`config.mk`:
```
export PLATFORM = sky130hd
export DESIGN_NAME = melody_sequencer
export DESIGN_NICKNAME = d
export VERILOG_FILES = /design/src/rtl/melody_pkg.sv /design/src/rtl/melody_sequencer_tick_prescaler.sv /design/src/rtl/melody_sequencer.sv
export SDC_FILE = /design/constraint.sdc
export NUM_CORES = 1
export LEC_CHECK = 0
export CAP_MARGIN = 20
export CORE_ASPECT_RATIO = 0.7
export CORE_MARGIN = 3
export CORE_UTILIZATION = 66
export DETAILED_ROUTE_END_ITERATION = 6
export GPL_ROUTABILITY_DRIVEN = 0
export GPL_TIMING_DRIVEN = 0
export PLACE_DENSITY = 0.86
export SETUP_SLACK_MARGIN = 0.3
export SYNTH_ARGS = -nofsm -noshare
export SYNTH_HDL_FRONTEND = slang
export SYNTH_SLANG_ARGS = --single-unit
```
`constraint.sdc`:
```
create_clock -name clk -period 4.1 [get_ports clk]
set_input_delay 0.82 -clock clk [delete_from_list [all_inputs] [get_ports clk]]
set_output_delay 0.82 -clock clk [all_outputs]
set_load 0.03 [all_outputs]
```
`src/rtl/melody_pkg.sv`:
```
// Shared types for the melody sequencer: note codes, FSM states, table entry.
package melody_pkg;

  // Tone generator note encoding, C4 through C5.
  typedef enum logic [2:0] {
    NOTE_C4 = 3'b000,
    NOTE_D4 = 3'b001,
    NOTE_E4 = 3'b010,
    NOTE_F4 = 3'b011,
    NOTE_G4 = 3'b100,
    NOTE_A4 = 3'b101,
    NOTE_B4 = 3'b110,
    NOTE_C5 = 3'b111
  } note_t;

  typedef enum logic [1:0] {
    IDLE = 2'd0,
    LOAD = 2'd1,
    PLAY = 2'd2,
    GAP  = 2'd3
  } seq_state_t;

  // One melody table entry; dur is in prescaler ticks, 0 means skip.
  typedef struct packed {
    note_t       note;
    logic [7:0]  dur;
  } entry_t;

endpackage

```
`src/rtl/melody_sequencer_tick_prescaler.sv`:
```
// Tempo prescaler: free-running 0..CLK_HZ/TICK_HZ-1 counter with a wrap tick.
module tick_prescaler #(
  parameter int CLK_HZ  = 50_000_000,
  parameter int TICK_HZ = 100
) (
  input  logic clk,
  input  logic reset_n,
  input  logic clr,
  output logic tick
);

  localparam int TICKS = CLK_HZ / TICK_HZ;
  localparam int CW    = (TICKS < 2) ? 1 : $clog2(TICKS);
  localparam logic [CW-1:0] LAST = CW'(TICKS - 1);

  generate
    if (TICKS < 2) begin : g_bad_ratio
      $error("tick_prescaler: CLK_HZ/TICK_HZ must be at least 2");
    end
  endgenerate

  logic [CW-1:0] count_q;

  // Count cycles within one tick; clr holds the phase at zero.
  always_ff @(posedge clk or negedge reset_n) begin
    if (!reset_n)            count_q <= '0;
    else if (clr)            count_q <= '0;
    else if (count_q == LAST) count_q <= '0;
    else                     count_q <= count_q + 1'b1;
  end

  assign tick = !clr && (count_q == LAST);

endmodule

```
`src/rtl/melody_sequencer.sv`:
```
// Melody sequencer: plays (note, duration) entries from a writable table into the
// square-wave tone generator, inserting a fixed silent gap after each note.
// Optional build macro MELODY_LOOP_EN: repeat the melody until stop.
module melody_sequencer
  import melody_pkg::*;
#(
  parameter int CLK_HZ    = 50_000_000,
  parameter int TICK_HZ   = 100,
  parameter int DEPTH     = 16,
  parameter int GAP_TICKS = 2
) (
  input  logic                       clk,
  input  logic                       reset_n,
  input  logic                       start,
  input  logic                       stop,
  input  logic [$clog2(DEPTH):0]     seq_len,
  input  logic                       wr_en,
  input  logic [$clog2(DEPTH)-1:0]   wr_addr,
  input  logic [2:0]                 wr_note,
  input  logic [7:0]                 wr_dur,
  output logic [2:0]                 note,
  output logic                       note_en,
  output logic                       busy,
  output logic                       done,
  output logic [$clog2(DEPTH)-1:0]   cur_idx
);

  localparam int ADDR_W = $clog2(DEPTH);
  localparam int TICKS  = CLK_HZ / TICK_HZ;
  // The gap is timed in cycles so that the following LOAD cycle is part of the
  // silent interval: note_en low for exactly GAP_TICKS ticks between notes.
  localparam int GAP_CYC = (GAP_TICKS > 0) ? GAP_TICKS * TICKS - 1 : 1;
  localparam int GW      = $clog2(GAP_CYC + 1);

  seq_state_t        state_q, state_d;
  logic [ADDR_W-1:0] idx_q, idx_d;
  logic [ADDR_W:0]   len_q, len_d;
  logic [7:0]        tick_q, tick_d;
  logic [GW-1:0]     gap_q, gap_d;
  note_t             note_q, note_d;
  logic              done_q, done_d;
  logic              advance;
  logic              last;
  logic              tick;
  entry_t            entry_rd;
  entry_t            table_mem [DEPTH];

  tick_prescaler #(
    .CLK_HZ (CLK_HZ),
    .TICK_HZ(TICK_HZ)
  ) u_prescaler (
    .clk    (clk),
    .reset_n(reset_n),
    .clr    (state_q != PLAY),
    .tick   (tick)
  );

  // Melody table: RAM-style, never cleared; a same-cycle read sees the old entry.
  always_ff @(posedge clk) begin
    if (wr_en) table_mem[wr_addr] <= entry_t'({wr_note, wr_dur});
  end

  assign entry_rd = table_mem[idx_q];
  assign last     = ({1'b0, idx_q} == (len_q - 1'b1));

  // State and datapath registers.
  always_ff @(posedge clk or negedge reset_n) begin
    if (!reset_n) begin
      state_q <= IDLE;
      idx_q   <= '0;
      len_q   <= '0;
      tick_q  <= '0;
      gap_q   <= '0;
      note_q  <= NOTE_C4;
      done_q  <= 1'b0;
    end else begin
      state_q <= state_d;
      idx_q   <= idx_d;
      len_q   <= len_d;
      tick_q  <= tick_d;
      gap_q   <= gap_d;
      note_q  <= note_d;
      done_q  <= done_d;
    end
  end

  // Next-state and datapath update.
  always_comb begin
    state_d = state_q;
    idx_d   = idx_q;
    len_d   = len_q;
    tick_d  = tick_q;
    gap_d   = gap_q;
    note_d  = note_q;
    done_d  = 1'b0;
    advance = 1'b0;

    case (state_q)
      IDLE: begin
        if (start && !stop) begin
          len_d = seq_len;
          if (seq_len == '0) begin
            done_d = 1'b1;
          end else begin
            idx_d   = '0;
            state_d = LOAD;
          end
        end
      end
      LOAD: begin
        if (entry_rd.dur == '0) begin
          advance = 1'b1;
        end else begin
          note_d  = entry_rd.note;
          tick_d  = entry_rd.dur;
          state_d = PLAY;
        end
      end
      PLAY: begin
        if (tick) begin
          if (tick_q == 8'd1) begin
            if (GAP_TICKS > 0) begin
              gap_d   = GW'(GAP_CYC);
              state_d = GAP;
            end else begin
              advance = 1'b1;
            end
          end else begin
            tick_d = tick_q - 1'b1;
          end
        end
      end
      GAP: begin
        if (gap_q == GW'(1)) advance = 1'b1;
        else                 gap_d   = gap_q - 1'b1;
      end
      default: state_d = IDLE;
    endcase

    if (advance) begin
      if (last) begin
        done_d = 1'b1;
`ifdef MELODY_LOOP_EN
        idx_d   = '0;
        len_d   = seq_len;
        state_d = (seq_len == '0) ? IDLE : LOAD;
`else
        state_d = IDLE;
`endif
      end else begin
        idx_d   = idx_q + 1'b1;
        state_d = LOAD;
      end
    end

    if (stop) begin
      state_d = IDLE;
      done_d  = 1'b0;
    end
  end

  // Outputs: enable follows PLAY directly, the rest come from registers.
  always_comb begin
    note    = note_q;
    note_en = (state_q == PLAY);
    busy    = (state_q != IDLE);
    done    = done_q;
    cur_idx = idx_q;
  end

endmodule

```
==> qor.csv <==
stage,metric,value,unit
setup_path,cp_max_fo,10,
layout,num_antenna_cells,0,
synthesis,async_reset_ff_share,26.05,%
drt,ant_nets,0,
clock_tree,path_clk_slew,0.07,ns
synthesis,synth.distinct_cells,71,
drt,vias,7067,
die,pin_count,35,
timing,period_share,88.84,%
grt,grt_max_degree,41,
synthesis,yosysWarnings,0,
setup_path,cp.required,4.50,ns
layout,nets,805,
clock_tree,cts_tree,yes,
grt,antenna_found_initial,0,
setup_path,cp-end-kind,register,
grt,grtUsageTotal,32.86,%
placed_design,port_buffers,34,
synthesis,synth_top_cell_by_area,edfxtp_1,
layout,final_cell_area,11910,um^2
drt,remaining_drc_errors,0,
layout,area_delta_synth_final,15.08,%
layout,drive_gt1_share,17.14,%
power,p_sw_share,28.64,%
grt,grt_pass1_vias,7133,
die,die_h,110.8,um
drt,wl,28000,um
run,drv_cap,0,
synthesis,synth_area_leaders,"edfxtp_1 (51%), dfrtp_1 (15%), mux4_2 (7.6%), mux2i_1 (2.4%), nor2_1 (2.3%)",
timing,rsz0062_at_grt,no,
power,p_switching,1.788,mW
power,p_int,4.455,mW
die,die_w,155.7,um
drt,drt-wirelength-per-cell,28.66,um
power,p_clk_share,34.5,%
outcome,status,"complete, no violations",
setup_path,path_class,register to register,
synthesis,ys_seq_area_share,66.04,%
timing,fin_crit,3.642,ns
synthesis,synth_nets,730,
clock_tree,cts_made_buffers,22,
timing,tightest_slew,0.9443,ns
timing,drv_slew,0,
power,static-leakage-power,4.032,nW
synthesis,syn_inst,693,
clock_tree,cts_root_buffer,clkbuf_16,
synthesis,synth_ff_type,edfxtp_1,
die,dieArea,17250,um^2
synthesis,synth_edf_count,176,
placed_design,placed_area,11150,um^2
setup_path,worstPathArrival,4.04,ns
clock_tree,worst_skew_pair.late_latency,0.52,ns
setup_path,start_kind,register,
synthesis,yosys.area.top_type_share,51.05,%
die,rows,37,
timing,relSlewSlack,37.05,%
timing,finClkSkew,0.02240,ns
layout,final_common_cell,edfxtp_1,
timing,finalHoldViolations,0,
drt,detail_route.first_pass.iterations,6,
clock_tree,cts.sinks,238,
clock_tree,h-tree-depth,1,
drt,routed_via_density,7.233,
drt,first_iter_violations,1224,
power,vdd_drop_max,0.5406,mV
synthesis,postSynthAreaPerCell,14.94,um^2
die,core_area,15000,um^2
grt,grt_overflow,0,
timing,fin_hold_ws,0.2819,ns
timing,setup_tns,0,ns
synthesis,syn_area,10350,um^2
layout,nFillCells,728,
synthesis,yosys_register_bits,238,
die,start_util,69.02,%
power,p_seq_share,48.1,%
grt,grt_pass1_wl,42860,um
clock_tree,clockBufferDepth,3,
worst_hold_path,hp-class,input pin to asynchronous set/reset pin,
layout,final_cell_mix,"edfxtp_1 (176), nor2_1 (64), dfrtp_1 (62), mux4_2 (35), clkdlybuf4s50_1 (33)",
power,pwr-share-comb,17.4,%
power,power-per-cell-area,524.0,nW/um^2
placed_design,dp_hpwl,17080,um
timing,fmax,0.2745,GHz
timing,setup_viol,0,
registers in the layout (all words and copies together), names as in the netlist:
name and cells:
cur_idx 4, done 1, gap_q 20, len_q 5, note 3, state_q 2, table_mem 176, tick_q 8
u_prescaler.count_q 19
per-stage QoR:
| step | util [%] | power [mW] | cells | setup WS [ns] |
|---|---|---|---|---|
| after CTS | 79.42 | 6.198 | 977 | 0.3906 |
| after floorplan | - | 3.670 | 693 | 1.089 |
| after global routing | 79.43 | 6.411 | 977 | 0.3115 |
| after detailed placement | 74.32 | 4.030 | 939 | 0.4843 |
| after global placement | 72.91 | 3.908 | 922 | 0.2984 |
| final | 79.43 | 6.243 | 977 | 0.4575 |
cell usage after synthesis (4+ instances only):
cell and instances:
nor2b_1 6, inv_1 14, and3_1 6, nor3b_1 5, ha_1 12, o31ai_1 5
nand2b_1 6, xnor2_1 14, nand2_1 30, buf_6 4, o21ai_0 24, mux4_2 35
edfxtp_1 176, a221oi_1 12, nor2_1 64, a22o_1 6, dfrtp_1 62, or3_1 8
mux2_2 8, nand3_1 23, or4_1 8, mux2i_1 25, xor2_1 12, buf_2 4
a21oi_1 18, clkbuf_1 13, or2_2 4, a31oi_1 4, nor3_1 20, a21o_1 4
worst max-delay path: stages, from the launching register on:
cell and delay [ns]:
dfrtp_1 0.43, buf_2 0.31, clkbuf_1 0.55, mux4_2 0.41, nor3b_1 0.31, o22ai_1 0.28
nor4_4 0.52, o21bai_2 0.19, o21a_1 0.20, a211o_1 0.31
final cells by class:
cell class	count	area, um^2	share of cell area, %
buffer	26	145.1	1.218
timing repair buffer	51	531.8	4.463
clock inverter	12	135.1	1.134
sequential	238	6837	57.38
clock buffer	26	629.4	5.283
tap	195	244.0	2.048
inverter	15	56.30	0.4726
multi-input combinational	414	3336	28.00
worst paths after layout:
| check | start | end | slack, ns | cells past startpoint |
|---|---|---|---|---|
| min in group clk | u_prescaler.count_q[0] | u_prescaler.count_q[0] | 0.52 | 1 |
| max | cur_idx[1] | cur_idx[2] | 0.46 | 9 |
| min reg2reg | u_prescaler.count_q[0] | u_prescaler.count_q[0] | 0.52 | 1 |
| max reg2reg | cur_idx[1] | cur_idx[2] | 0.46 | 9 |
| max in group asynchronous | reset_n | done | 3.22 | 2 |
| min | reset_n | tick_q[4] | 0.28 | 1 |
cells by family after synthesis:
kind of cell,Yosys count,share of synthesized area (%)
XOR/XNOR,26,2.200
buffers and inverters,41,1.934
multiplexers,68,10.90
AND/OR/NAND/NOR,204,10.31
AO/OA/AOI/OAI,104,7.167
adder cells (fa/ha/maj),12,1.450
flip-flops,238,66.04
power by group through the flow:
stage          Combinational (mW)  Sequential (mW)  Clock (mW)
6_report                     1.09             3.00        2.15
5_1_grt                      1.15             3.02        2.24
4_1_cts                      1.06             2.99        2.15
3_5_place_dp                 1.01             3.02           0
3_3_place_gp                0.917             2.99           0
2_1_floorplan               0.674             3.00           0
routing by layer:
metal | routed length, um | GRT usage, % | vias up
met5 | 0 | 0 | -
met4 | 1379 | 13.24 | 0
met3 | 3253 | 6.009 | 134
met2 | 13350 | 52.85 | 666
met1 | 10010 | 45.14 | 3428
li1 | - | - | 2839
timing repair:
action,4_1_cts,5_1_grt
setup buffers,0,0
endpoints found under the setup margin,0,7
resized for setup,0,2
hold buffers,0,0
Power figures use the tool's default switching activity.
